==> config.mk <==
export PLATFORM = sky130hd
export DESIGN_NAME = sram_port_arbiter
export DESIGN_NICKNAME = d
export VERILOG_FILES = /design/src/rtl/sram_arb_pkg.sv /design/src/rtl/rr_priority_pick.sv /design/src/rtl/sram_port_arbiter.sv
export SDC_FILE = /design/constraint.sdc
export NUM_CORES = 1
export LEC_CHECK = 0
export CAP_MARGIN = 25
export CORE_MARGIN = 4
export CORE_UTILIZATION = 35
export CTS_BUF_LIST = sky130_fd_sc_hd__clkbuf_16
export CTS_CLUSTER_SIZE = 30
export DETAILED_ROUTE_END_ITERATION = 7
export PLACE_DENSITY_LB_ADDON = 0.15
export SLEW_MARGIN = 25
export SYNTH_ARGS = -nofsm -noshare
export SYNTH_HDL_FRONTEND = slang
export SYNTH_SLANG_ARGS = --single-unit
==> constraint.sdc <==
create_clock -name clk -period 7.7 [get_ports clk]
set_clock_uncertainty 0.05 [all_clocks]
set_input_delay 1.54 -clock clk [delete_from_list [all_inputs] [get_ports clk]]
set_output_delay 1.54 -clock clk [all_outputs]
set_load 0.01 [all_outputs]
==> src/rtl/sram_arb_pkg.sv <==
// Shared types and the round-robin pick helper for the SRAM port arbiters.
// Latency: purely combinational helpers, no state.
// Backpressure: not applicable; the helper only ranks pending requests.
package sram_arb_pkg;

  localparam int MAX_REQ = 8;

  typedef logic [2:0] req_idx_t;

  typedef enum logic {
    ARB_IDLE,
    ARB_LOCKED
  } arb_state_t;

  typedef struct packed {
    logic     found;
    req_idx_t idx;
  } pick_t;

  // Scan ptr, ptr+1, ... wrapping explicitly after 'last' (the highest real
  // requester index), and return the first requester with valid set.
  function automatic pick_t rr_pick(input logic [MAX_REQ-1:0] valid,
                                    input req_idx_t           ptr,
                                    input req_idx_t           last);
    pick_t    res;
    req_idx_t cand;
    res  = '0;
    cand = ptr;
    for (int k = 0; k < MAX_REQ; k++) begin
      if (!res.found && valid[cand]) begin
        res.found = 1'b1;
        res.idx   = cand;
      end
      cand = (cand == last) ? 3'd0 : cand + 3'd1;
    end
    return res;
  endfunction

endpackage

==> src/rtl/rr_priority_pick.sv <==
// Rotating find-first: picks the first set valid bit at or after ptr, wrapping at N-1.
// Latency: combinational.
// Backpressure: none; found=0 when no bit is set.
module rr_priority_pick
  import sram_arb_pkg::*;
#(
  parameter int N = 3
) (
  input  logic [N-1:0]         valid,
  input  logic [$clog2(N)-1:0] ptr,
  output logic                 found,
  output logic [$clog2(N)-1:0] idx
);

  localparam int       IDX_W = $clog2(N);
  localparam req_idx_t LAST  = req_idx_t'(N - 1);

  logic [MAX_REQ-1:0] valid_ext;
  pick_t              pick;

  // Widen to the package's fixed width, pick, and never report an index
  // outside the populated requester range.
  always_comb begin
    valid_ext        = '0;
    valid_ext[N-1:0] = valid;
    pick             = rr_pick(valid_ext, req_idx_t'(ptr), LAST);
    found            = pick.found && (pick.idx <= LAST);
    idx              = pick.idx[IDX_W-1:0];
  end

endmodule

==> src/rtl/sram_port_arbiter.sv <==
// Shares one single-port SRAM macro between NUM_REQ requesters: round-robin with an optional burst lock.
// Latency: grant and SRAM drive are combinational in the accept cycle; read data returns exactly one cycle later.
// Backpressure: req_ready withheld from losers and from non-owners while locked; responses cannot be stalled.
module sram_port_arbiter
  import sram_arb_pkg::*;
#(
  parameter int DATA_W    = 32,
  parameter int ADDR_W    = 4,
  parameter int NUM_REQ   = 3,
  parameter int MAX_BURST = 4
) (
  input  logic                      clk,
  input  logic                      rst,
  input  logic [NUM_REQ-1:0]        req_valid,
  output logic [NUM_REQ-1:0]        req_ready,
  input  logic [NUM_REQ-1:0]        req_we,
  input  logic [NUM_REQ-1:0]        req_lock,
  input  logic [NUM_REQ*ADDR_W-1:0] req_addr,
  input  logic [NUM_REQ*DATA_W-1:0] req_wdata,
  output logic [NUM_REQ-1:0]        rsp_valid,
  output logic [DATA_W-1:0]         rsp_rdata,
  output logic                      sram_cs,
  output logic                      sram_we,
  output logic [ADDR_W-1:0]         sram_addr,
  output logic [DATA_W-1:0]         sram_din,
  input  logic [DATA_W-1:0]         sram_dout
);

  localparam int               IDX_W     = $clog2(NUM_REQ);
  localparam logic [IDX_W-1:0] LAST_IDX  = IDX_W'(NUM_REQ - 1);
  localparam logic [3:0]       BURST_MAX = 4'(MAX_BURST);

  arb_state_t       state, state_nxt;
  logic [IDX_W-1:0] ptr, ptr_nxt;
  logic [IDX_W-1:0] owner, owner_nxt;
  logic [3:0]       cnt, cnt_nxt;
  logic             tag_vld;
  logic [IDX_W-1:0] tag_idx;

  logic             pick_found;
  logic [IDX_W-1:0] pick_idx;
  logic             gnt_vld;
  logic [IDX_W-1:0] gnt_idx;

  // Wrap is an explicit compare so non-power-of-two requester counts rotate correctly.
  function automatic logic [IDX_W-1:0] wrap_inc(input logic [IDX_W-1:0] i);
    return (i == LAST_IDX) ? '0 : i + IDX_W'(1);
  endfunction

  rr_priority_pick #(.N(NUM_REQ)) u_pick (
    .valid (req_valid),
    .ptr   (ptr),
    .found (pick_found),
    .idx   (pick_idx)
  );

  // Grant: round-robin winner when idle, only the owner while locked, nothing in reset.
  always_comb begin
    gnt_vld = 1'b0;
    gnt_idx = pick_idx;
    if (!rst) begin
      if (state == ARB_LOCKED) begin
        gnt_vld = req_valid[owner];
        gnt_idx = owner;
      end else begin
        gnt_vld = pick_found;
      end
    end
  end

  // Handshake, SRAM mux and response decode; idle bus is driven to zero.
  always_comb begin
    req_ready = '0;
    sram_cs   = gnt_vld;
    sram_we   = 1'b0;
    sram_addr = '0;
    sram_din  = '0;
    rsp_valid = '0;
    rsp_rdata = sram_dout;
    for (int i = 0; i < NUM_REQ; i++) begin
      if (gnt_vld && (gnt_idx == IDX_W'(i))) begin
        req_ready[i] = 1'b1;
        sram_we      = req_we[i];
        sram_addr    = req_addr[i*ADDR_W +: ADDR_W];
        sram_din     = req_wdata[i*DATA_W +: DATA_W];
      end
    end
    // A read in flight when reset arrives is dropped, not reported.
    if (tag_vld && !rst) begin
      rsp_valid[tag_idx] = 1'b1;
    end
  end

  // Lock FSM and pointer next-state; leaving a lock always hands priority to owner+1.
  always_comb begin
    state_nxt = state;
    owner_nxt = owner;
    cnt_nxt   = cnt;
    ptr_nxt   = ptr;
    if (state == ARB_IDLE) begin
      if (gnt_vld) begin
        if (req_lock[gnt_idx] && (BURST_MAX > 4'd1)) begin
          state_nxt = ARB_LOCKED;
          owner_nxt = gnt_idx;
          cnt_nxt   = 4'd1;
        end else begin
          ptr_nxt = wrap_inc(gnt_idx);
        end
      end
    end else begin
      if (!req_valid[owner] || !req_lock[owner] || ((cnt + 4'd1) >= BURST_MAX)) begin
        state_nxt = ARB_IDLE;
        cnt_nxt   = 4'd0;
        ptr_nxt   = wrap_inc(owner);
      end else begin
        cnt_nxt = cnt + 4'd1;
      end
    end
  end

  // State registers plus the one-deep read tag; reset wins over everything.
  always_ff @(posedge clk) begin
    if (rst) begin
      state   <= ARB_IDLE;
      ptr     <= '0;
      owner   <= '0;
      cnt     <= '0;
      tag_vld <= 1'b0;
      tag_idx <= '0;
    end else begin
      state   <= state_nxt;
      ptr     <= ptr_nxt;
      owner   <= owner_nxt;
      cnt     <= cnt_nxt;
      tag_vld <= gnt_vld && !sram_we;
      tag_idx <= gnt_idx;
    end
  end

endmodule

# Word level (Yosys, flattened, before mapping)
# Cells that the tools add are included.
# totals
reg_bits	12
in_bits	151
output_inout_bits	76
# classes
order_cmp	14
reduce_logical	33
bitwise	1
eq_ne	12
n_addsub	10
mux	70
# op_table
cell	count
$mux W32	3
$mux W4	15
$lt A3 B4 Y1 const B	7
$mux W1	24
$mux W3	8
$bmux W1 S3	7
$add A3 B1 Y3 const B	6
$eq A3 B2 Y1 const B	6
$mux W2	8
$logic_and A1 B1 Y1	14
$logic_not A1 Y1	11
$lt A2 B3 Y1 const B	3
$bmux W1 S2	4
$eq A2 B2 Y1 const B	3
$reduce_and A3 Y1	2
$add A2 B1 Y2 const B	2
$add A4 B1 Y4 const B	1
$ge A4 B3 Y1 const B	1
$lt A2 B4 Y1 const B	1
$reduce_bool A2 Y1	2
$add A2 B1 Y3 const B	1
$le A3 B2 Y1 const B	1
$demux W1 S2	1
$eq A2 B1 Y1 const B	1
other kinds (7)	8

# Logic depth before layout (Yosys ltp)
# Gate-level depths: netlist (run 1).
# depth
ltp_word	34
ltp_mapped	15

# Cells and area by module
# From an unflattened synthesis (run 1), not the netlist that was laid out.
# unflattened
hier_cells	317
area_unflattened_um2	2348.5
# by_module_without_submodules
module	cells_per_inst	area_each_um2	n_inst
sram_port_arbiter	224	1707.9	1
rr_priority_pick	93	640.6	1

# Worst setup path before layout (run 1)
# Ideal clock, no wire load.
# synth_timing
path_type	input to output
from	in req_valid[0]
to	out sram_addr[0]
t_arrival_ps	3868
required_time_ps	6110
path_stages	13
slack_ps	2242
path_cell_list	buf_2 nor2b_1 a211o_1 a211oi_1 nand4_1 o31ai_1 o21bai_1 buf_2 and2_1 buf_2 buf_2 a2bb2oi_1 nor2_1
# synth_between
elab_chain_len	32
word_cells_on_any_way	55
classes_between	order compare (1); eq/ne (2); mux (33); reduce/logical (19)
# synth_rtl
item	line	text
from (decl)	sram_port_arbiter.sv:14	input logic [NUM_REQ-1:0] req_valid,
$bmux W1 S2	sram_arb_pkg.sv:30	if (!res.found && valid[cand]) begin
$mux W1 (not written as such)	sram_arb_pkg.sv:30	
$mux W4	sram_arb_pkg.sv:30	
$logic_not A1 Y1	sram_arb_pkg.sv:30	
$logic_and A1 B1 Y1	sram_arb_pkg.sv:30	
$mux W4	sram_arb_pkg.sv:30	
$logic_not A1 Y1	sram_arb_pkg.sv:30	
$logic_and A1 B1 Y1	sram_arb_pkg.sv:30	
[15 not listed]	-	
$mux W4	sram_arb_pkg.sv:30	
$le A3 B2 Y1	rr_priority_pick.sv:27	found = pick.found && (pick.idx <= LAST);
$logic_and A1 B1 Y1	rr_priority_pick.sv:27	
$mux W1	sram_port_arbiter.sv:62	if (state == ARB_LOCKED) begin
$mux W1	sram_port_arbiter.sv:61	if (!rst) begin
$logic_and A1 B1 Y1	sram_port_arbiter.sv:81	if (gnt_vld && (gnt_idx == IDX_W'(i))) begin
$mux W4 (2 in series)	sram_port_arbiter.sv:81	
$mux W4 *	sram_port_arbiter.sv:81	
to (decl)	sram_port_arbiter.sv:24	output logic [ADDR_W-1:0] sram_addr,
# Mark *: on every way between the ends. The rest lies on a longest branch, timed or not. The select of a mux whose other input is x is not followed.

# Final worst setup path (run 1)
# layout_timing
from	in req_valid[0]
to	out sram_din[5]
# layout_between
elab_chain_len	32
word_cells_on_any_way	55
classes_between	order compare (1); eq/ne (2); mux (33); reduce/logical (19)
# layout_rtl
item	line	text
$bmux W1 S2	sram_arb_pkg.sv:30	
$mux W1 (not written as such)	sram_arb_pkg.sv:30	
$mux W4	sram_arb_pkg.sv:30	
$logic_not A1 Y1	sram_arb_pkg.sv:30	
$logic_and A1 B1 Y1	sram_arb_pkg.sv:30	
$mux W4	sram_arb_pkg.sv:30	
$logic_not A1 Y1	sram_arb_pkg.sv:30	
$logic_and A1 B1 Y1	sram_arb_pkg.sv:30	
[15 not listed]	-	
$mux W4	sram_arb_pkg.sv:30	
$le A3 B2 Y1	rr_priority_pick.sv:27	
$logic_and A1 B1 Y1	rr_priority_pick.sv:27	
$mux W1	sram_port_arbiter.sv:62	
$mux W1	sram_port_arbiter.sv:61	
$logic_and A1 B1 Y1	sram_port_arbiter.sv:81	
$mux W32 (2 in series)	sram_port_arbiter.sv:81	
$mux W32 *	sram_port_arbiter.sv:81	
to (decl)	sram_port_arbiter.sv:25	output logic [DATA_W-1:0] sram_din,
# Marks and branches as above.

==> reports/results.txt, run 1 <==
Compound-Gate Fraction of Synth Area: 28.0%
Unique masters post-synth: 50
unrepaired setup endpoints after global routing: false
gpl congestion: 0.896
Max VDD drop: 0.354 mV
# port buffers: 162
Post-Route Setup TNS: 0 ns
gr usage total: 22.5%
Crit path arrival time: 5.41 ns
most frequent cell after synthesis: nor2_1
fmax: 0.143 GHz
final setup margin: 0.704 ns
number of synthesized flops with an enable pin: 0
max-slew violation count: 0
DRT Pass-1 Iters: 4
Synth Instances: 349
CTS root buffer: clkbuf_16
Static Leak: 1.69 nW
global-route wire length before repair: 15500 µm
PostCTS Resize Cnt: 0
Place WS: 0.691 ns
synth warn: 0
Post-Synth XOR/XNOR Area: 1.33%
Hold WS: 0.401 ns
die extent in y: 93.3 µm
top cell type's share of synthesized area: 18.5%
crit path time final: 7.00 ns
top post-synthesis cells by area: mux2i_1, a2bb2oi_1, buf_4, dfxtp_1, nor2_1
cell family with most CP delay: compound AO/OA/AOI/OAI gates
Sink Count: 12
Synth Area in Simple Gates: 19.6%
core footprint: 6940 µm²
Initial Util: 36.6%
fill cell count: 653
Worst EP required: 6.11 ns
Cell Chain, Critical Path: clkdlybuf4s50_1 > nor2b_1 > a211o_1 > a211oi_1 > nand4_1 > a2bb2oi_1 > o22ai_4 > buf_4 > mux2i_1 > a2bb2oi_1 > nor2_1 > clkdlybuf4s50_1
initial antenna violation count: 1
total grt overflow: 0
status: finished clean
final wirelength: 10500 µm
main combinational cell family by area after synthesis: compound AO/OA/AOI/OAI gates
vias per cell: 5.36
Top Metal Used: met5
Ports: 227
worst min path class: reg -> reg
worst skew pair latency: 0.24 ns
Die Area: 8700 µm²
Mapped Avg Cell Area: 7.29 µm²
CP Class: in -> out
Vias: 2990
clock-pin slew on the worst setup and hold paths: 0.04 ns
final setup vio count: 0
Max Root-Sink Buffers: 2
critical path fanouts, max: 18
Power Total: 2.09 mW
remaining routing DRC violations: 0
antenna viol nets, final: 0
Setup crit end kind: output pin
pin count of the biggest net entering global routing: 42
DPL Wire Length: 8680 µm
Post-CTS Setup Bufs: 0
Inserted Diodes: 0
Met2 Wirelength: 5540 µm
P per Cell Area: 517 nW/µm²
most common flop cell mapped by yosys: dfxtp_1
Slowest-stage cell, CP: clkdlybuf4s50_1
Max Cap Viol: 0
syn nets: 509
crit path launch type: input port
met3 WL: 817 µm
final hold violations: 0
Bufs and invs on worst path: 3
met1 WL: 4030 µm
H-tree levels: 1
slew margin rel.: 52.4%
flops & latches, synth: 12
Die Width: 93.3 µm
FFs w/ async S/R, synth: 0%
row count: 30
period utilization: 90.9%
slowest stage delay, CP: 0.59 ns
initial detailed-routing violation count: 202
cts bufs inserted: 3
Mapped Area: 2540 µm²
post-synth top area cell: mux2i_1
mux cell area share after synthesis: 20.7%
share of layout cells above drive strength 1: 4.33%
hold_buf cts: 0
Commonest cells post-synth: nor2_1, mux2i_1, a2bb2oi_1, buf_4, nand2_1
Worst Max-Slew Pin Slew: 0.712 ns
post-synthesis adder-cell area fraction: 4.42%
nets@finish: 623
vias in the first global route: 3023
post-synthesis sequential area ratio: 9.44%
Layout area overhead: 59.2%
Avg WL per Cell: 18.8 µm
CTS tree: yes
==> power by group <==
group	switching (mW)	internal (mW)
registers	0.0335	0.0821
logic	0.916	0.967
clock network	0.0270	0.0683
total	0.976	1.12
==> layer usage <==
layer	up-vias	GRT usage [%]
li1	1456	-
met1	1387	25.3
met2	130	42.2
met3	15	6.28
met4	2	4.15
met5	-	0
==> per-stage QoR <==
step	instance area (µm²)	util, %	cells
finish	4050	58.4	558
global route	4050	58.4	558
CTS	4050	58.4	558
detailed placement	3970	57.2	554
global placement	3970	57.2	554
floorplan	2540	-	349
==> flip-flops by register name, summed over array words and instances (netlist names) <==
| signal | count |
|---|---|
| state | 1 |
| cnt | 4 |
| tag_idx | 2 |
| tag_vld | 1 |
| owner | 2 |
| ptr | 2 |
==> tightest hold or removal path, delay by kind of cell, from the launching register on <==
| family | cells | cell delay (ns) |
|---|---|---|
| DFF | 1 | 0.32 |
| and+or+nand+nor | 2 | 0.09 |
==> path summary, 6_finish.rpt <==
check,from,to,slack (ns),cells after the start
setup / recovery,req_valid[0],sram_din[5],0.70,12
hold / removal,cnt[2],cnt[2],0.40,2
setup reg to reg,ptr[1],ptr[1],3.33,13
hold reg to reg,cnt[2],cnt[2],0.40,2
==> area by class of cell <==
cell class	count	area, µm²	area share, %
repair buffers	168	1670	41.1
flip-flops and latches	12	240	5.93
inverters	12	45.0	1.11
multi-input cells	266	1900	46.9
clock inverters	1	3.75	0.0926
clock buffers	3	75.1	1.85
well taps	96	120	2.96
==> placed cells by master (no fill, tap or decap), types with 2 or more instances in the layout <==
cell / instances
o211ai_1: 6
mux2_1: 2
inv_1: 12
xor2_1: 2
a211oi_1: 2
and3_1: 2
buf_4: 6
ha_1: 9
a22o_1: 2
clkbuf_16: 3
a31oi_1: 4
mux2i_1: 47
nand4_1: 2
mux2_2: 3
a2bb2oi_1: 37
o31ai_1: 3
a32oi_1: 3
a211o_1: 3
nand2_1: 20
nor2b_1: 4
or3_1: 2
o22ai_1: 2
nor2_1: 58
nor3b_1: 4
nor3_1: 5
nand2b_1: 2
nand3_1: 2
and2_1: 3
dfxtp_1: 12
o21ai_0: 6
a21oi_1: 14
clkdlybuf4s50_1: 162
==> logic make-up after synthesis <==
logic type	count (synthesis)
AO/OA/AOI/OAI	92
XOR/XNOR	3
adder cells (fa/ha/maj)	9
buffers and inverters	71
flip-flops	12
multiplexers	52
AND/OR/NAND/NOR	110
Note: power is estimated with default switching activity, not from simulation.
==> run 2, diff against run 1 <==
- CORE_AREA: unset -> 4 4 85 87
- CORE_MARGIN: 4 -> unset
- CORE_UTILIZATION: 35 -> unset
- DIE_AREA: unset -> 0 0 89 91
- DONT_BUFFER_PORTS: unset -> 1
- clock period: 7.7 -> 8.25 ns (I/O delays scaled with it)
==> run 2 against run 1 <==
  * Non-clock buffer count down 164
  * Utilization down 21 points
  * Cell count down 33%
  * Critical path depth down 2
  * Combinational power down 26%
  * Flip-flop and latch count unchanged
  * Sequential power down 6%
  * Setup slack better by 1.2 ns
  * Via count down 19%
  * Largest cell class unchanged
==> reports/results.txt, run 2 (synthesized netlist as in run 1, its figures left out) <==
max-slew violation count: 0
P_sw: 0.850 mW
Bufs and invs on worst path: 1
Static Leak: 1.06 nW
fmax: 0.157 GHz
share of layout cells above drive strength 1: 6.06%
Top reg by flops: cnt
Avg WL per Cell: 24.2 µm
Layout area overhead: -6.15%
Sink Count: 12
crit-path most repeated cell: a2bb2oi_1
vias per cell: 6.48
Clk pwr share: 5.4%
final setup vio count: 0
Cell Chain, Critical Path: nor2b_1 > a211o_1 > a211oi_1 > nand4_1 > a2bb2oi_1 > o22ai_4 > buf_4 > mux2i_1 > a2bb2oi_1 > nor2_1
crit path launch type: input port
max reg flops: 4
final hold violations: 0
antenna viol nets, final: 0
final setup margin: 1.89 ns
P per Cell Area: 668 nW/µm²
CP Class: in -> out
critical path fanouts, max: 25
Place WS: 1.93 ns
# port buffers: 0
slowest stage delay, CP: 0.69 ns
total grt overflow: 0
Post-CTS Setup Bufs: 0
Multi-input gate area: 1900 µm²
fill cell count: 689
remaining routing DRC violations: 0
worst skew pair latency: 0.24 ns
Die Area: 8100 µm²
clock-pin slew on the worst setup and hold paths: 0.04 ns
core footprint: 6350 µm²
hold_buf cts: 0
CTS tree: yes
die extent in y: 91 µm
Max VDD drop: 0.270 mV
Post-Route Setup TNS: 0 ns
commonest cells after routing, fill and taps aside: nor2_1, mux2i_1, a2bb2oi_1, nand2_1, a21oi_1
Sw Share: 53.3%
CTS root buffer: clkbuf_16
Die Width: 89 µm
Initial Util: 40.1%
global-route wire length before repair: 13200 µm
Finished Core Util: 37.6%
worst min path class: reg -> reg
Inserted Diodes: 0
final wirelength: 9070 µm
Vias: 2423
vias in the first global route: 2285
PostCTS Resize Cnt: 0
period utilization: 77.1%
H-tree levels: 1
row count: 29
pin count of the biggest net entering global routing: 42
slew margin rel.: 41.3%
register share of total power: 6.8%
register area: 240 µm²
DRT Pass-1 Iters: 5
crit path time final: 6.36 ns
Worst Max-Slew Pin Slew: 0.881 ns
gr usage total: 20.9%
Slowest-stage cell, CP: o22ai_4
initial antenna violation count: 2
nets@finish: 459
initial detailed-routing violation count: 152
commonest non-fill, non-tap cell in the layout: nor2_1
power share of the combinational group: 87.7%
status: finished clean
Ports: 227
DPL Wire Length: 7490 µm
Setup crit end kind: output pin
cell family with most CP delay: compound AO/OA/AOI/OAI gates
Max Root-Sink Buffers: 2
gpl congestion: 0.909
cts bufs inserted: 3
Pint: 0.745 mW
Crit path arrival time: 4.66 ns
Power Total: 1.60 mW
Worst EP required: 6.55 ns
unrepaired setup endpoints after global routing: false
Max Cap Viol: 0
==> run 2: worst paths after layout <==
kind / cells past startpoint / slack, ns / to / start
worst max-delay path: 10 / 1.89 / sram_din[26] / req_valid[0]
worst min-delay path: 2 / 0.40 / cnt[2] / cnt[2]
worst max register to register: 11 / 3.92 / ptr[1] / ptr[1]
worst min register to register: 2 / 0.40 / cnt[2] / cnt[2]
==> run 2: power by group through the flow <==
stage               Sequential (mW)  Clock (mW)  Combinational (mW)
global route                  0.113      0.0937                1.52
CTS                           0.108      0.0895                1.40
finish                        0.109      0.0869                1.40
global placement              0.109           0                1.39
floorplan                    0.0950           0                1.23
detailed placement            0.109           0                1.40
==> run 2: worst min-delay path, delay by kind of cell (launching register included) <==
family / cells / cell delay (ns)
AND/OR/NAND/NOR: 2 / 0.09
flip-flops: 1 / 0.32
==> run 2: per-stage QoR <==
stage | hold slack, ns | cell area (µm²) | cells
6_report | 0.400 | 2390 | 374
5_1_grt | 0.429 | 2390 | 374
4_1_cts | 0.403 | 2390 | 374
3_5_place_dp | 0.398 | 2310 | 371
3_3_place_gp | 0.396 | 2310 | 371
2_1_floorplan | 0.373 | 2540 | 349
==> run 2: cell type report <==
| class | instances | share of cell area, % |
|---|---|---|
| clock buffer | 3 | 3.14 |
| inverter | 12 | 1.89 |
| multi-input combinational | 266 | 79.6 |
| sequential | 12 | 10.1 |
| tap | 77 | 4.03 |
| timing repair buffer | 4 | 1.26 |
==> run 2: per-layer routing <==
| layer | vias to the layer above | track usage [%] | wire length [µm] |
|---|---|---|---|
| met4 | 4 | 4.84 | 129 |
| met2 | 151 | 33.1 | 4250 |
| li1 | 1133 | - | - |
| met5 | - | 0 | 38 |
| met1 | 1119 | 26.1 | 3540 |
| met3 | 16 | 9.32 | 1110 |
==> run 3, diff against run 2 <==
- clock period: 8.25 -> 6.1 ns (I/O delays scaled with it)
==> run 3 against run 2 <==
  * Clock power is 38% higher
  * Die area stayed put
  * Critical path depth is 3 higher
==> reports/results.txt, run 3 (synthesized netlist as in run 1, its figures left out) <==
status: finished clean
Max Cap Viol: 0
Initial Util: 40.1%
share of layout cells above drive strength 1: 7.31%
DRT Pass-1 Iters: 5
worst r2r path cells: 11
vias in the first global route: 2299
Static Leak: 1.08 nW
crit path launch type: register
Crit path arrival time: 4.36 ns
Non-Filler Instances: 378
Worst EP required: 4.83 ns
P per Cell Area: 905 nW/µm²
Top reg by flops: cnt
commonest cells after routing, fill and taps aside: nor2_1, mux2i_1, a2bb2oi_1, nand2_1, a21oi_1
power share of the combinational group: 87.8%
worst skew pair latency: 0.24 ns
Max Root-Sink Buffers: 2
worst min path class: reg -> reg
Worst Max-Slew Pin Slew: 0.669 ns
remaining routing DRC violations: 0
Pint: 1.03 mW
period utilization: 92.4%
Design Area, Final: 2420 µm²
r2r setup slk: 1.85 ns
Avg WL per Cell: 23.2 µm
PostCTS Resize Cnt: 0
cts bufs inserted: 3
H-tree levels: 1
Post-Route Setup TNS: 0 ns
crit path time final: 5.63 ns
fmax: 0.177 GHz
slew margin rel.: 55.3%
FF-to-FF Start: ptr[0]
total grt overflow: 0
DP Cell Count: 375
initial detailed-routing violation count: 118
global-route wire length before repair: 12900 µm
antenna viol nets, final: 0
Die Width: 89 µm
CP Class: reg -> out
Ports: 227
max reg flops: 4
pin count of the biggest net entering global routing: 42
gpl congestion: 0.937
Vias: 2427
r2r endpoint: ptr[0]
initial antenna violation count: 1
final wirelength: 8780 µm
# port buffers: 0
Inserted Diodes: 0
DPL Wire Length: 7290 µm
hold path startpoint: cnt[2]
CTS tree: yes
hold depth: 2
critical path fanouts, max: 14
row count: 29
final hold violations: 0
final setup vio count: 0
core footprint: 6350 µm²
Max VDD drop: 0.470 mV
Die Area: 8100 µm²
Sink Count: 12
Clk pwr share: 5.5%
register share of total power: 6.7%
hold_buf cts: 0
sink of the worst hold path: cnt[2]
vias per cell: 6.42
gr usage total: 20.1%
die extent in y: 91 µm
Post-CTS Setup Bufs: 0
clock-pin slew on the worst setup and hold paths: 0.04 ns
commonest non-fill, non-tap cell in the layout: nor2_1
unrepaired setup endpoints after global routing: false
P_sw: 1.15 mW
Setup crit end kind: output pin
Layout area overhead: -4.97%
Placed Area: 2340 µm²
CTS root buffer: clkbuf_16
nets@finish: 463
Sw Share: 52.8%
Power Total: 2.19 mW
max-slew violation count: 0
run 3: changes by cell type in the layout (fill, tap and decap cells not counted), sizes merged:
cell / before / now
buf: 4 / 8
run 3: layer usage:
layer / track usage [%] / vias to the layer above / wire length, µm
li1: - / 1139 / -
met1: 25.3 / 1129 / 3400
met2: 32.4 / 149 / 4240
met3: 9.05 / 8 / 1050
met4: 2.61 / 2 / 73
met5: 0 / - / 20
run 3: worst max-delay path, cell delays in order, from the launching register on:
cell and delay [ns]:
dfxtp_1 0.55, ha_1 0.44, xor2_2 0.24, nand2_2 0.16
or4b_1 0.53, a32oi_1 0.31, mux2i_1 0.12, a2bb2oi_1 0.18
o22ai_4 0.43, buf_4 0.33, mux2i_1 0.40, a2bb2oi_1 0.20
nor2_1 0.06, buf_4 0.16
run 3: worst max-delay path by stage:
stage	start	endpoint	slack, ns	cells after the start
after detailed placement	req_valid[0]	sram_din[17]	0.68	10
after global routing	ptr[0]	sram_din[0]	0.08	12
after CTS	ptr[1]	sram_din[0]	0.48	13
after floorplan	req_valid[0]	sram_addr[0]	1.28	13
after global placement	ptr[1]	sram_din[0]	0.73	13
final	ptr[1]	sram_din[0]	0.47	13
run 3: power by group through the flow:
stage / registers [mW] / clock network, mW / logic, mW
2_1_floorplan: 0.129 / 0 / 1.66
3_3_place_gp: 0.147 / 0 / 1.93
3_5_place_dp: 0.146 / 0 / 1.93
4_1_cts: 0.145 / 0.122 / 1.93
5_1_grt: 0.151 / 0.126 / 2.11
6_report: 0.147 / 0.120 / 1.92
run 3: area by class of cell:
cell class                      instances  area (µm²)
Timing Repair Buffer                    8        60.1
Sequential cell                        12         240
Multi-Input combinational cell        266        1900
Clock buffer                            3        75.1
Tap cell                               77        96.3
Fill cell                             673        3930
Inverter                               12        45.0
run 3: through the flow:
step	hold slack, ns	setup slack (ns)	util [%]
floorplan	0.373	1.28	-
global placement	0.389	0.726	36.9
detailed placement	0.390	0.680	36.9
CTS	0.399	0.478	38.1
global route	0.441	0.0828	38.1
finish	0.397	0.465	38.1
